### src/rtl/edge_pkg.sv
// Shared definitions for the multi-channel edge detector.
// Mode encodings, default widths and the edge/mode match helper.
package edge_pkg;

    localparam logic [1:0] EDGE_OFF  = 2'b00;
    localparam logic [1:0] EDGE_RISE = 2'b01;
    localparam logic [1:0] EDGE_FALL = 2'b10;
    localparam logic [1:0] EDGE_BOTH = 2'b11;

    localparam int CNT_W_DEF = 8;

    // Width of an index that can address n items, never below one bit.
    function automatic int idx_w(input int n);
        return (n > 1) ? $clog2(n) : 1;
    endfunction

    // True when a detected rise/fall is one the channel mode reports.
    function automatic logic edge_hit(
        input logic [1:0] mode,
        input logic       rise,
        input logic       fall
    );
        logic hit;
        hit = 1'b0;
        unique case (mode)
            EDGE_OFF:  hit = 1'b0;
            EDGE_RISE: hit = rise;
            EDGE_FALL: hit = fall;
            EDGE_BOTH: hit = rise | fall;
            default:   hit = 1'b0;
        endcase
        return hit;
    endfunction

endpackage

### src/rtl/edge_chan.sv
// One detector channel: synchroniser, persistence filter, edge
// classification, event pulse, sticky flag and saturating counter.
module edge_chan
    import edge_pkg::*;
#(
    parameter int SYNC_STAGES = 2,
    parameter int FILTER_LEN  = 4,
    parameter int CNT_W       = CNT_W_DEF
) (
    input  logic             clk,
    input  logic             rst,
    input  logic             d,
    input  logic [1:0]       mode,
    input  logic             clr,
    input  logic             cnt_clr,
    output logic             pulse,
    output logic             level,
    output logic             sticky,
    output logic [CNT_W-1:0] cnt
);

    localparam int FW = idx_w(FILTER_LEN);
    localparam logic [FW-1:0] F_LAST = FW'(FILTER_LEN - 1);
    localparam logic [CNT_W-1:0] CNT_MAX = '1;
    localparam logic [CNT_W-1:0] CNT_ONE = CNT_W'(1);

    logic [SYNC_STAGES-1:0] sync_q, sync_d;
    logic [FW-1:0]          filt_q, filt_d;
    logic                   level_q, level_d;
    logic                   lvl_prev_q, lvl_prev_d;
    logic                   pulse_q, pulse_d;
    logic                   sticky_q, sticky_d;
    logic [CNT_W-1:0]       cnt_q, cnt_d;

    logic sync_s;
    logic rise;
    logic fall;

    assign sync_s = sync_q[SYNC_STAGES-1];

    // Synchroniser shift and persistence filter on the synchronised bit.
    always_comb begin
        sync_d  = {sync_q[SYNC_STAGES-2:0], d};
        filt_d  = filt_q;
        level_d = level_q;
        if (sync_s == level_q) begin
            filt_d = '0;
        end else if (filt_q == F_LAST) begin
            level_d = sync_s;
            filt_d  = '0;
        end else begin
            filt_d = filt_q + 1'b1;
        end
    end

    // Edge classification against the previous level, mode-gated pulse.
    always_comb begin
        lvl_prev_d = level_q;
        rise       = level_q & ~lvl_prev_q;
        fall       = ~level_q & lvl_prev_q;
        pulse_d    = edge_hit(mode, rise, fall);
    end

    // Sticky flag (set beats clear) and saturating event counter.
    always_comb begin
        sticky_d = pulse_q | (sticky_q & ~clr);
        cnt_d    = cnt_q;
        if (cnt_clr) begin
            cnt_d = pulse_q ? CNT_ONE : '0;
        end else if (pulse_q && (cnt_q != CNT_MAX)) begin
            cnt_d = cnt_q + CNT_ONE;
        end
    end

    // Channel state registers, all cleared by reset.
    always_ff @(posedge clk or negedge rst) begin
        if (!rst) begin
            sync_q     <= '0;
            filt_q     <= '0;
            level_q    <= 1'b0;
            lvl_prev_q <= 1'b0;
            pulse_q    <= 1'b0;
            sticky_q   <= 1'b0;
            cnt_q      <= '0;
        end else begin
            sync_q     <= sync_d;
            filt_q     <= filt_d;
            level_q    <= level_d;
            lvl_prev_q <= lvl_prev_d;
            pulse_q    <= pulse_d;
            sticky_q   <= sticky_d;
            cnt_q      <= cnt_d;
        end
    end

    assign pulse  = pulse_q;
    assign level  = level_q;
    assign sticky = sticky_q;
    assign cnt    = cnt_q;

endmodule

### src/rtl/multi_edge_detector.sv
// Multi-channel edge detector: CH independent channels plus counter
// read-back mux, counter-clear steering and interrupt reduction.
module multi_edge_detector
    import edge_pkg::*;
#(
    parameter int CH          = 4,
    parameter int SYNC_STAGES = 2,
    parameter int FILTER_LEN  = 4,
    parameter int CNT_W       = CNT_W_DEF,
    localparam int SEL_W      = idx_w(CH)
) (
    input  logic             clk,
    input  logic             rst,
    input  logic [CH-1:0]    d,
    input  logic [2*CH-1:0]  mode,
    input  logic [CH-1:0]    clr,
    input  logic [SEL_W-1:0] cnt_sel,
    input  logic             cnt_clr,
    output logic [CH-1:0]    pulse,
    output logic [CH-1:0]    level,
    output logic [CH-1:0]    sticky,
    output logic [CNT_W-1:0] cnt_rd,
    output logic             irq
);

    logic [CNT_W-1:0] chan_cnt [CH];
    logic [CH-1:0]    chan_clr;

    // Select a counter for read-back and steer the clear to it; an
    // out-of-range select reads zero and clears nothing.
    always_comb begin
        cnt_rd   = '0;
        chan_clr = '0;
        for (int i = 0; i < CH; i++) begin
            if (cnt_sel == SEL_W'(i)) begin
                cnt_rd      = chan_cnt[i];
                chan_clr[i] = cnt_clr;
            end
        end
    end

    for (genvar g = 0; g < CH; g++) begin : g_chan
        edge_chan #(
            .SYNC_STAGES (SYNC_STAGES),
            .FILTER_LEN  (FILTER_LEN),
            .CNT_W       (CNT_W)
        ) u_chan (
            .clk     (clk),
            .rst     (rst),
            .d       (d[g]),
            .mode    (mode[2*g +: 2]),
            .clr     (clr[g]),
            .cnt_clr (chan_clr[g]),
            .pulse   (pulse[g]),
            .level   (level[g]),
            .sticky  (sticky[g]),
            .cnt     (chan_cnt[g])
        );
    end

    assign irq = |sticky;

endmodule

### config.mk
export PLATFORM = sky130hd
export DESIGN_NAME = multi_edge_detector
export DESIGN_NICKNAME = d
export VERILOG_FILES = /design/src/rtl/edge_pkg.sv /design/src/rtl/edge_chan.sv /design/src/rtl/multi_edge_detector.sv
export SDC_FILE = /design/constraint.sdc
export NUM_CORES = 1
export LEC_CHECK = 0
export ABC_AREA = 1
export CAP_MARGIN = 20
export CORE_ASPECT_RATIO = 0.7
export CORE_MARGIN = 2
export CORE_UTILIZATION = 55
export CTS_BUF_LIST = sky130_fd_sc_hd__clkbuf_4 sky130_fd_sc_hd__clkbuf_8 sky130_fd_sc_hd__clkbuf_16
export CTS_CLUSTER_DIAMETER = 30
export DETAILED_ROUTE_END_ITERATION = 8
export PLACE_DENSITY = 0.79
export SLEW_MARGIN = 20
export SYNTH_ARGS = -nofsm -noshare
export SYNTH_HDL_FRONTEND = slang
export SYNTH_SLANG_ARGS = --single-unit
### constraint.sdc
create_clock -name clk -period 3.8 [get_ports clk]
set_clock_uncertainty 0.1 [all_clocks]
set_input_delay 0.95 -clock clk [delete_from_list [all_inputs] [get_ports clk]]
set_output_delay 0.95 -clock clk [all_outputs]
set_load 0.005 [all_outputs]
**After elaboration in Yosys (flattened, before gate mapping)**

Index checks and enable logic that the tools add are counted.

- Register bits: 64
- Bits of input ports: 21
- Output and inout bits: 21
- Logic and storage cells: 149

- $add $sub $neg: 8
- Eq/ne operators: 27
- Mux-type cells: 32
- Bitwise logic cells: 36
- Reduce and logical (&&, ||, !) cells: 18

Operators with widths:

| cell | number |
|---|---|
| $mux W8 | 12 |
| $add A8 B1 Y8 const B | 4 |
| $ne A8 B8 Y1 const B | 4 |
| $eq A2 B2 Y1 const B | 14 |
| $mux W2 | 8 |
| $not A1 Y1 | 16 |
| $pmux W1 S4 | 4 |
| $and A1 B1 Y1 | 12 |
| $eq A2 B1 Y1 const B | 5 |
| $logic_not A2 Y1 | 5 |
| $add A2 B1 Y2 const B | 4 |
| $mux W1 | 8 |
| $or A1 B1 Y1 | 8 |
| $reduce_and A2 Y1 | 4 |
| $reduce_bool A2 Y1 | 4 |
| $eq A1 B1 Y1 | 4 |
| $logic_and A1 B1 Y1 | 4 |
| $reduce_or A4 Y1 | 1 |

**Depth between registers and ports, before layout**

- Depth in word-level cells: 5
- Depth in mapped cells: 9

**By module**

From an unflattened synthesis, not the netlist that was laid out.

- Cells, all modules: 447
- Area, all modules: 3633.5 um2

Modules (own cells, without submodules):

| module | instances | cells each | area each (um2) | seq. area each (um2) |
|---|---|---|---|---|
| edge_chan at g_chan[0].u_chan ... | 3 | 99 | 817.0 | 400.4 |
| edge_chan at g_chan[2].u_chan | 1 | 95 | 808.3 | 400.4 |
| multi_edge_detector | 1 | 55 | 374.1 | 0.0 |

**Worst setup path before layout**

OpenSTA, ideal clock, no wires.

- Kind: input to output
- Start point: in cnt_sel[1]
- End point: out cnt_rd[3]
- Arrival time: 1.380 ns
- Data required time: 2.750 ns
- Path slack: 1.370 ns
- Stages: 5
- Buffers on the path: 0
- Cell sequence: nor2_4 > inv_4 > o22ai_1 > a21oi_1 > nand2_1

- Longest elaborated chain between the ends: 5
- Elaborated cells on any way between the ends: 8

RTL lines:

| item | RTL line | RTL |
|---|---|---|
| start, declared | multi_edge_detector.sv:17 | `input logic [SEL_W-1:0] cnt_sel,` |
| $logic_not A2 Y1 | multi_edge_detector.sv:35 | `if (cnt_sel == SEL_W'(i)) begin` |
| $mux W8 (3 in series) | multi_edge_detector.sv:35 |  |
| $mux W8 * | multi_edge_detector.sv:35 |  |
| end, declared | multi_edge_detector.sv:22 | `output logic [CNT_W-1:0] cnt_rd,` |

Every way passes the cells marked *; elsewhere a longest branch is shown, timed or not.

**Worst setup path after layout**

- Start point: in cnt_sel[1]
- End point: out cnt_rd[4]

Same word-level chain as after synthesis.

==> flow_summary.yaml <==
detailed_routing:
  drt-initial-drc-count: 235
  viasPerCell: 5.17
  num_vias: 2957
  drtPass1Iterations: 5
  drcViolationCount: 0
  ant_nets: 0
  wire_per_inst_um: 13.2
  wirelength_um: 7550
synth:
  synth_compound_area_share_pct: 7.75
  seq_area_frac_synth_pct: 44.5
  ys_ff_latch: 64
  synthAdderAreaFrac_pct: 5.56
  synth_xor_area_share_pct: 2.19
  yosysWarningCount: 0
  synth_edf_count: 0
  syn_inst: 450
  synth_cell_types: 30
  synth.avg_cell_area_um2: 8.00
  synth-simple-area-share_pct: 29.3
  netlist_area_mm2: 0.00360
  synthArstFlopShare_pct: 100
  synth_nets: 487
  synth_mux_area_share_pct: 0
  ys.flop_type: "dfrtp_1"
  synth_top_family_by_area: "simple AND/OR/NAND/NOR gates"
sta:
  finalCritPeriodShare_pct: 96.7
  period_needed_ns: 3.68
  maxSlewHeadroom_pct: 63.4
  fin_hold_ws_ns: 0.251
  fmax_ghz: 0.272
  layout_setup_ws_ns: 0.125
  maxSlewViolCount: 0
  worst_pin_slew_ns: 0.550
  hold_viol_final: 0
  grt_setup_unrepaired: "no"
  setup_viol: 0
  fin_tns_setup_ns: 0
finish:
  fillers: 524
  syn_to_final_growth_pct: 17.6
  multi_input_area_mm2: 0.00161
  final_cell_area_mm2: 0.00423
  drive_gt1_share_pct: 10.1
  diodes: 0
  seq_area_mm2: 0.00160
  nets: 526
global_routing:
  grt_use_total_pct: 22.9
  grt_first_pass_wirelength_um: 12800
  overflow: 0
  grt_max_degree: 29
  grt_pass1_vias: 2757
  antenna_found_initial: 0
pwr:
  p_leak_nw: 2.07
  p_total_mw: 2.48
  pwr_density_cell_mw_per_mm2: 587
  peakVddDrop_mv: 0.327
floorplanning:
  die_width_um: 101
  die_area_mm2: 0.00722
  num_io_pins: 42
  core_mm2: 0.00628
  num_rows: 24
  die_h_um: 71.7
  start_util_pct: 57.3
clocking:
  clockBufferDepth: 2
  cts-buffers-inserted: 9
  post-cts-setup-buffers: 0
  htreeDepth: 3
  clkTransAtPathRegs_ns: 0.08
  cts_root_buffer: "clkbuf_8"
  worstSkewPairLatency_ns: 0.35
  cts_tree: "yes"
  cts_hold_buf: 0
  cts.sinks: 64
  ctsResizeCount: 0
job:
  max_cap_violations: 0
place:
  gp_congestion: 0.906
  numPortBuffers: 41
  preCtsSetupSlack_ns: 0.144
  dpl.hpwl_um: 5660
  dpl_cell_area_mm2: 0.00401
critical_path:
  ff2ff_setup_slack_ns: 2.13
  cp-end-kind: "primary output"
  worstSetupPathType: "input port to primary output"
  setup.worst_path.start_class: "input port"
  critPathArrivalTime_ns: 2.63
  critPathMaxFanout: 8
  required_ns: 2.75
outcome:
  status: "finished, final reports clean"
hold_path:
  worstHoldPathType: "flip-flop to flip-flop"
[where the power goes]
| part | internal, mW | switching [mW] |
|---|---|---|
| logic | 0.361 | 0.389 |
| registers | 0.866 | 0.211 |
| clock network | 0.380 | 0.278 |
| total | 1.61 | 0.878 |
[layout make-up]
cell class                 instances  area share, %
multi-input combinational        302           38.1
sequential                        64           37.9
timing repair buffer              43           9.94
inverter                          69           6.48
clock buffer                      10           3.11
tap                               78           2.31
clock inverter                     6           2.19
[sequential cells by signal (all words and copies together), names as in the netlist]
register	count
g_chan.u_chan.cnt	32
g_chan.u_chan.filt_q	8
g_chan.u_chan.sync_q	8
g_chan.u_chan.level	4
g_chan.u_chan.lvl_prev_q	4
g_chan.u_chan.pulse	4
g_chan.u_chan.sticky	4
[per-stage QoR]
stage	cells	util (%)
2_1_floorplan	450	-
4_1_cts	572	67.4
5_1_grt	572	67.4
3_5_place_dp	556	63.8
3_3_place_gp	556	63.8
6_report	572	67.4
[cell usage after synthesis (3+ instances only)]
cell | count | area (um^2)
ha_1 | 16 | 200
dfrtp_1 | 64 | 1600
buf_4 | 12 | 90.1
o21ai_0 | 19 | 95.1
o22ai_1 | 4 | 25.0
xor2_1 | 5 | 43.8
inv_2 | 4 | 15.0
inv_4 | 6 | 37.5
inv_1 | 59 | 221
a21oi_1 | 16 | 80.1
nand2_2 | 8 | 50.1
nor3_1 | 6 | 30.0
o2111ai_1 | 3 | 26.3
nand4_1 | 7 | 43.8
xnor2_1 | 4 | 35.0
o21ai_1 | 9 | 45.0
nor2_1 | 39 | 146
nand2_1 | 112 | 420
nand2_4 | 3 | 33.8
nand3_1 | 40 | 200
nor2_4 | 5 | 56.3
[worst max-delay path, stage by stage]
cell and delay (ns):
clkdlybuf4s50_1 0.63, nand2_2 0.12, inv_1 0.20, nand2_1 0.08, o2111ai_1 0.10, clkdlybuf4s50_1 0.54
[cell usage in the layout (no fill, tap or decap), types with 7 or more instances in the layout]
cell	Yosys	layout
inv_1	59	59
clkbuf_8	0	9
nand3_1	40	40
nand2_2	8	8
clkdlybuf4s50_1	0	40
ha_1	16	16
o21ai_1	9	9
nor2_1	39	39
nand4_1	7	7
a21oi_1	16	16
dfrtp_1	64	64
nand2_1	112	112
o21ai_0	19	19
[final timing paths]
check | from | end | depth (start not counted)
setup / recovery | cnt_sel[1] | cnt_rd[4] | 6
hold / removal | g_chan[3].u_chan.sync_q[0] | g_chan[3].u_chan.sync_q[1] | 0
setup reg to reg | g_chan[0].u_chan.cnt[1] | g_chan[0].u_chan.cnt[5] | 6
hold reg to reg | g_chan[3].u_chan.sync_q[0] | g_chan[3].u_chan.sync_q[1] | 0
max in group asynchronous | rst | g_chan[3].u_chan.cnt[6] | 2
min in group asynchronous | rst | g_chan[0].u_chan.cnt[4] | 1
[cell families (layout without fill, tap and decap cells)]
logic type	after synthesis	in the layout
adders and majority gates	16	16
xor gates and xnor gates	9	9
buffers and inverters	84	128
DFF	64	64
and+or+nand+nor	225	225
AOI/OAI and AO/OA	52	52
[per-layer routing]
layer	GRT usage [%]	vias up	share of wire, %
met4	6.39	0	2.1
met2	33.4	94	42
met1	33.3	1346	49
li1	-	1503	-
met3	6.93	14	6.9
met5	0	-	0
Power figures use the tool's default switching activity.
